==> src/rtl/l2_arb_pkg.sv <==
// Shared types for the L2 port arbiter: FSM states, owner and op codes.
// STARVE_MAX bounds consecutive D grants when L2_ARB_D_PRIORITY_EN is set.
package l2_arb_pkg;

  localparam int STARVE_MAX = 4;
  localparam int RUN_W = $clog2(STARVE_MAX + 1);

  typedef enum logic [1:0] {
    IDLE,
    BUSY,
    RESP
  } state_t;

  typedef enum logic {
    OWN_I,
    OWN_D
  } owner_t;

  typedef enum logic {
    OP_RD,
    OP_WR
  } op_t;

endpackage

==> src/rtl/l2_arb_pick.sv <==
// Owner select for the L2 port: round-robin, or D-first with I anti-starve
// when L2_ARB_D_PRIORITY_EN is defined (d_run port only exists then).
// Ports: i_req, d_req, last_owner, [d_run] in; valid, owner out.
module l2_arb_pick
  import l2_arb_pkg::*;
(
  input  logic             i_req,
  input  logic             d_req,
  input  owner_t           last_owner,
`ifdef L2_ARB_D_PRIORITY_EN
  input  logic [RUN_W-1:0] d_run,
`endif
  output logic             valid,
  output owner_t           owner
);

`ifdef L2_ARB_D_PRIORITY_EN
  logic starve;
  assign starve = i_req && (d_run == RUN_W'(STARVE_MAX));

  always_comb begin
    valid = i_req | d_req;
    owner = OWN_I;
    unique case (1'b1)
      starve:          owner = OWN_I;
      d_req & ~starve: owner = OWN_D;
      default:         owner = OWN_I;
    endcase
  end
`else
  // last_owner only matters when both sides are waiting
  always_comb begin
    valid = i_req | d_req;
    owner = OWN_I;
    unique case (1'b1)
      i_req & d_req:
        owner = (last_owner == OWN_I) ? OWN_D : OWN_I;
      d_req & ~i_req:  owner = OWN_D;
      default:         owner = OWN_I;
    endcase
  end
`endif

endmodule

==> src/rtl/l2_port_arbiter.sv <==
// Shares one L2 port between I-cache reads and D-cache reads/word writes.
// Ports: clk, proc_reset; I_* and D_* request/response; L2_* to the L2.
// Option: L2_ARB_D_PRIORITY_EN selects D-first with I anti-starvation.
module l2_port_arbiter
  import l2_arb_pkg::*;
#(
  parameter int ADDR_W = 30,
  parameter int LINE_W = 128,
  parameter int DATA_W = 32
) (
  input  logic              clk,
  input  logic              proc_reset,
  input  logic              I_read,
  input  logic [ADDR_W-1:0] I_addr,
  output logic [LINE_W-1:0] I_rdata,
  output logic              I_ready,
  input  logic              D_read,
  input  logic              D_write,
  input  logic [ADDR_W-1:0] D_addr,
  input  logic [DATA_W-1:0] D_wdata,
  output logic [LINE_W-1:0] D_rdata,
  output logic              D_ready,
  output logic              L2_read,
  output logic              L2_write,
  output logic [ADDR_W-1:0] L2_addr,
  output logic [DATA_W-1:0] L2_wdata,
  input  logic [LINE_W-1:0] L2_rdata,
  input  logic              L2_ready
);

  state_t            state;
  owner_t            last_owner;
  owner_t            pick;
  logic              pick_v;
  op_t               d_op;
  logic [LINE_W-1:0] i_line;
  logic [LINE_W-1:0] d_line;

  // a write wins when the D side raises both strobes
  assign d_op = D_write ? OP_WR : OP_RD;

  // each side keeps its own line so the idle side's rdata holds
  assign I_rdata = i_line;
  assign D_rdata = d_line;

`ifdef L2_ARB_D_PRIORITY_EN
  logic [RUN_W-1:0] d_run;
`endif

  l2_arb_pick u_pick (
    .i_req      (I_read),
    .d_req      (D_read | D_write),
    .last_owner (last_owner),
`ifdef L2_ARB_D_PRIORITY_EN
    .d_run      (d_run),
`endif
    .valid      (pick_v),
    .owner      (pick)
  );

  always_ff @(posedge clk) begin
    if (proc_reset) begin
      state      <= IDLE;
      last_owner <= OWN_I;
      L2_read    <= 1'b0;
      L2_write   <= 1'b0;
      L2_addr    <= '0;
      L2_wdata   <= '0;
      I_ready    <= 1'b0;
      D_ready    <= 1'b0;
      i_line     <= '0;
      d_line     <= '0;
`ifdef L2_ARB_D_PRIORITY_EN
      d_run      <= '0;
`endif
    end else begin
      unique case (state)
        IDLE: begin
          if (pick_v) begin
            last_owner <= pick;
            state      <= BUSY;
            if (pick == OWN_D) begin
              L2_addr  <= D_addr;
              L2_read  <= (d_op == OP_RD);
              L2_write <= (d_op == OP_WR);
              if (d_op == OP_WR) L2_wdata <= D_wdata;
            end else begin
              L2_addr  <= I_addr;
              L2_read  <= 1'b1;
              L2_write <= 1'b0;
            end
`ifdef L2_ARB_D_PRIORITY_EN
            if (pick == OWN_I)
              d_run <= '0;
            else if (d_run != RUN_W'(STARVE_MAX))
              d_run <= d_run + 1'b1;
`endif
          end
        end
        BUSY: begin
          if (L2_ready) begin
            L2_read  <= 1'b0;
            L2_write <= 1'b0;
            state    <= RESP;
            if (last_owner == OWN_D) begin
              d_line  <= L2_rdata;
              D_ready <= 1'b1;
            end else begin
              i_line  <= L2_rdata;
              I_ready <= 1'b1;
            end
          end
        end
        RESP: begin
          I_ready <= 1'b0;
          D_ready <= 1'b0;
          state   <= IDLE;
        end
        default: state <= IDLE;
      endcase
    end
  end

endmodule

==> config.mk <==
export PLATFORM = sky130hd
export DESIGN_NAME = l2_port_arbiter
export DESIGN_NICKNAME = d
export VERILOG_FILES = /design/src/rtl/l2_arb_pkg.sv /design/src/rtl/l2_arb_pick.sv /design/src/rtl/l2_port_arbiter.sv
export SDC_FILE = /design/constraint.sdc
export NUM_CORES = 1
export LEC_CHECK = 0
export BUFFER_PORTS_ARGS = -buffer_cell sky130_fd_sc_hd__buf_2
export CAP_MARGIN = 40
export CORE_ASPECT_RATIO = 1.75
export CORE_MARGIN = 2
export CORE_UTILIZATION = 23
export CTS_BUF_LIST = sky130_fd_sc_hd__clkbuf_4
export CTS_CLUSTER_DIAMETER = 100
export CTS_CLUSTER_SIZE = 40
export DETAILED_ROUTE_END_ITERATION = 8
export MAX_ROUTING_LAYER = met4
export PLACE_DENSITY_LB_ADDON = 0.08
export SLEW_MARGIN = 25
export SYNTH_ARGS = -nofsm -noshare
export SYNTH_HDL_FRONTEND = slang
export SYNTH_HIERARCHICAL = 1
export SYNTH_SLANG_ARGS = --single-unit
==> constraint.sdc <==
create_clock -name clk -period 1.3 [get_ports clk]
set_input_delay 0 -clock clk [delete_from_list [all_inputs] [get_ports clk]]
set_output_delay 0 -clock clk [all_outputs]
set_load 0.02 [all_outputs]
==> results.cfg <==
[clocking]
cts_tree = yes
htreeDepth = 1
numCtsBuffers = 13
clk_latency_ns = 0.83
path_clk_slew_ns = 0.38
cts_root_buf = clkbuf_4
clock_sinks = 325
cts_buffer_depth = 3

[routing]
drt_pass1_iterations = 5
drc = 0
dr_total_vias = 13470
totalWireLength_mm = 54.91
drtAntennaViolNets = 0
viasPerCell = 4.310
drt-initial-drc-count = 565
route.detailed.wl_per_inst_um = 17.57

[synth]
synth_edf_count = 0
syn_avg_cell_area_um2 = 8.437
yosysWarningCount = 6
yosysTopAreaCellShare = 0.5450
yosysTopAreaCell = dfxtp_1
netlist_top_cells_area = dfxtp_1 (55%), nand2_1 (16%), a21oi_1 (11%)
synth_compound_area_frac = 0.1292
yosysSeqAreaShare = 0.5450
synth_seq_cells = 325
synth_fa_ha_area_frac = 0
synth_top_family_by_area = simple AND/OR/NAND/NOR gates
syn-num-nets = 1641
synthMuxAreaShare = 0.05282
synthFlopType = dfxtp_1
synth.cell_area_um2 = 11940
async_flop_share = 0
netlist_instances = 1415
yosysUniqueCellTypes = 25
synthSimpleGateAreaFrac = 0.2143
synth_xor_area_frac = 0

[sta]
skew_ns = 0.06297
rsz0062_at_grt = yes
setup_violations = 632
fmax_ghz = 0.6682
tns_ns = -48.47
timing.final.crit_share = 1.151
fin_hold_ws_ns = 0.08654
hold_viol = 0
fin_crit_ns = 1.496
worstMarginPinSlew_ns = 0.4010
slew_headroom = 0.7327
slew_violations = 0
setup_slack_ns = -0.1965

[setup_path]
cp-end-kind = flop
startpoint = state[1]$_SDFFE_PP0P_
path_class = flop to flop
crit_arrival_ns = 2.24
r2r_slack_ns = -0.20
startpoint_type = flop
cp_max_fo = 10
cp_data_required_time_ns = 2.04
regToRegStartpoint = state[1]$_SDFFE_PP0P_

[layout]
nets = 2668
syn2layout_area_growth_pct = 103.5
final_area_um2 = 24300
drive_gt1_frac = 0.4569

[global_route]
grt_pass1_vias = 13910
grt_max_degree = 74
gr-usage-all-layers = 0.1940
grt_pass1_wl_mm = 79.35
grt-ovfl-total = 0
antenna_found_initial = 6

[power_and_ir_drop]
p_switching_mw = 6.201
seqPwrFrac = 0.532
p_per_area_nw_per_um2 = 841.9
p_comb_frac = 0.268
ir_drop_v = 0.0006544
clkPwrFrac = 0.200
p_int_mw = 14.26
power_mw = 20.46
p_sw_frac = 0.3031
leakagePower_nw = 10.05

[floorplanning]
die_w_um = 176.2
start_util = 0.2325
dieHeight_um = 305.4
rows = 110
dieArea_um2 = 53810
io_pins = 548
core_um2 = 51340

[status]
run_status = complete, but fails checks
violations = negative setup slack

[placed_design]
routabilityCongestion = 0.7647
dpl-instance-area_um2 = 15900
dp_hpwl_mm = 34.47
dp_slack_ns = -0.2185
io_buffers = 547

[job]
maxCapViolCount = 0

[min_path]
hp-class = input port to flop
min_from = proc_reset
## worst paths after layout
path	end	cells past startpoint
hold / removal	I_rdata[22]$_SDFFE_PP0P_	3
setup reg to reg	D_rdata[40]$_SDFFE_PP0P_	5
setup / recovery	D_rdata[40]$_SDFFE_PP0P_	5
hold reg to reg	D_rdata[59]$_SDFFE_PP0P_	2
## final cells by class
cell class	instances	area, um2
flip-flops and latches	325	6919
clock buffers	13	97.59
repair buffers	1123	11210
clock inverters	7	91.34
multi-input cells	979	5120
fillers	4923	27040
diodes	7	17.52
well taps	672	840.8
## sequential cells by signal, summed over array words and instances (netlist names)
signal	count
D_rdata	128
I_rdata	128
L2_wdata	32
L2_addr	30
state	2
D_ready	1
I_ready	1
L2_read	1
L2_write	1
last_owner	1
## layout by cell type (no fill, tap or decap), types with 4 or more instances in the layout
master and n:
a211oi_1 29, a21oi_1 216, a21oi_2 44, buf_12 39, buf_16 10, buf_2 225, buf_4 57, buf_6 337
buf_8 4, clkbuf_16 11, clkbuf_4 13, dfxtp_2 321, diode_2 7, dlygate4sd3_1 437, mux2i_1 60, nand2_1 479
nand2_2 18, nand2_4 15, nand2b_1 65, nor2_1 35
## metrics by stage
stage	utilization	instances
after floorplan	-	1415
after global placement	0.3097	2605
after detailed placement	0.3097	2605
after CTS	0.4586	3097
after global routing	0.4733	3126
final	0.4733	3126
## power groups by stage
stage | registers, mW | clock network, mW | logic (mW)
2_1_floorplan | 11.4 | 0 | 1.26
3_3_place_gp | 10.9 | 0 | 3.40
3_5_place_dp | 10.9 | 0 | 3.41
4_1_cts | 10.9 | 4.41 | 5.25
5_1_grt | 11.0 | 4.72 | 5.84
6_report | 10.9 | 4.10 | 5.48
## timing repair
item / CTS / global route
cloned: 14 / 15
endpoints found under the hold margin: 325 / 1
pin swaps: 28 / 22
resized for setup: 985 / 122
setup buffers: 21 / 11
hold buffers: 437 / 1
setup endpoints to repair: 639 / 639
## metal layers
layer,track usage,share of wire,up-vias
met5,-,0,-
met1,0.1988,0.37,6272
met4,0.08264,0.045,0
met2,0.3560,0.53,461
met3,0.03731,0.061,99
li1,-,-,6640
## worst max-delay path: stages, from the launching register on
cell and delay (ns):
dfxtp_4 0.45, and4b_4 0.41, clkbuf_16 0.21, clkbuf_16 0.18, nand2_1 0.07, a21oi_1 0.11
## synth_stat cells (2+ instances only)
| library cell | instances |
|---|---|
| buf_4 | 7 |
| buf_1 | 7 |
| clkbuf_1 | 27 |
| nand3b_1 | 2 |
| mux2i_1 | 63 |
| nand2_1 | 512 |
| nor2_1 | 35 |
| a21oi_1 | 260 |
| nand2b_1 | 65 |
| buf_2 | 43 |
| buf_6 | 27 |
| dfxtp_1 | 325 |
| a211oi_1 | 30 |
## cell families after synthesis
logic type,after synthesis
mux,63
compound gates,292
flops,325
buf+inv,111
simple gates,624
Power figures use the tool's default switching activity.
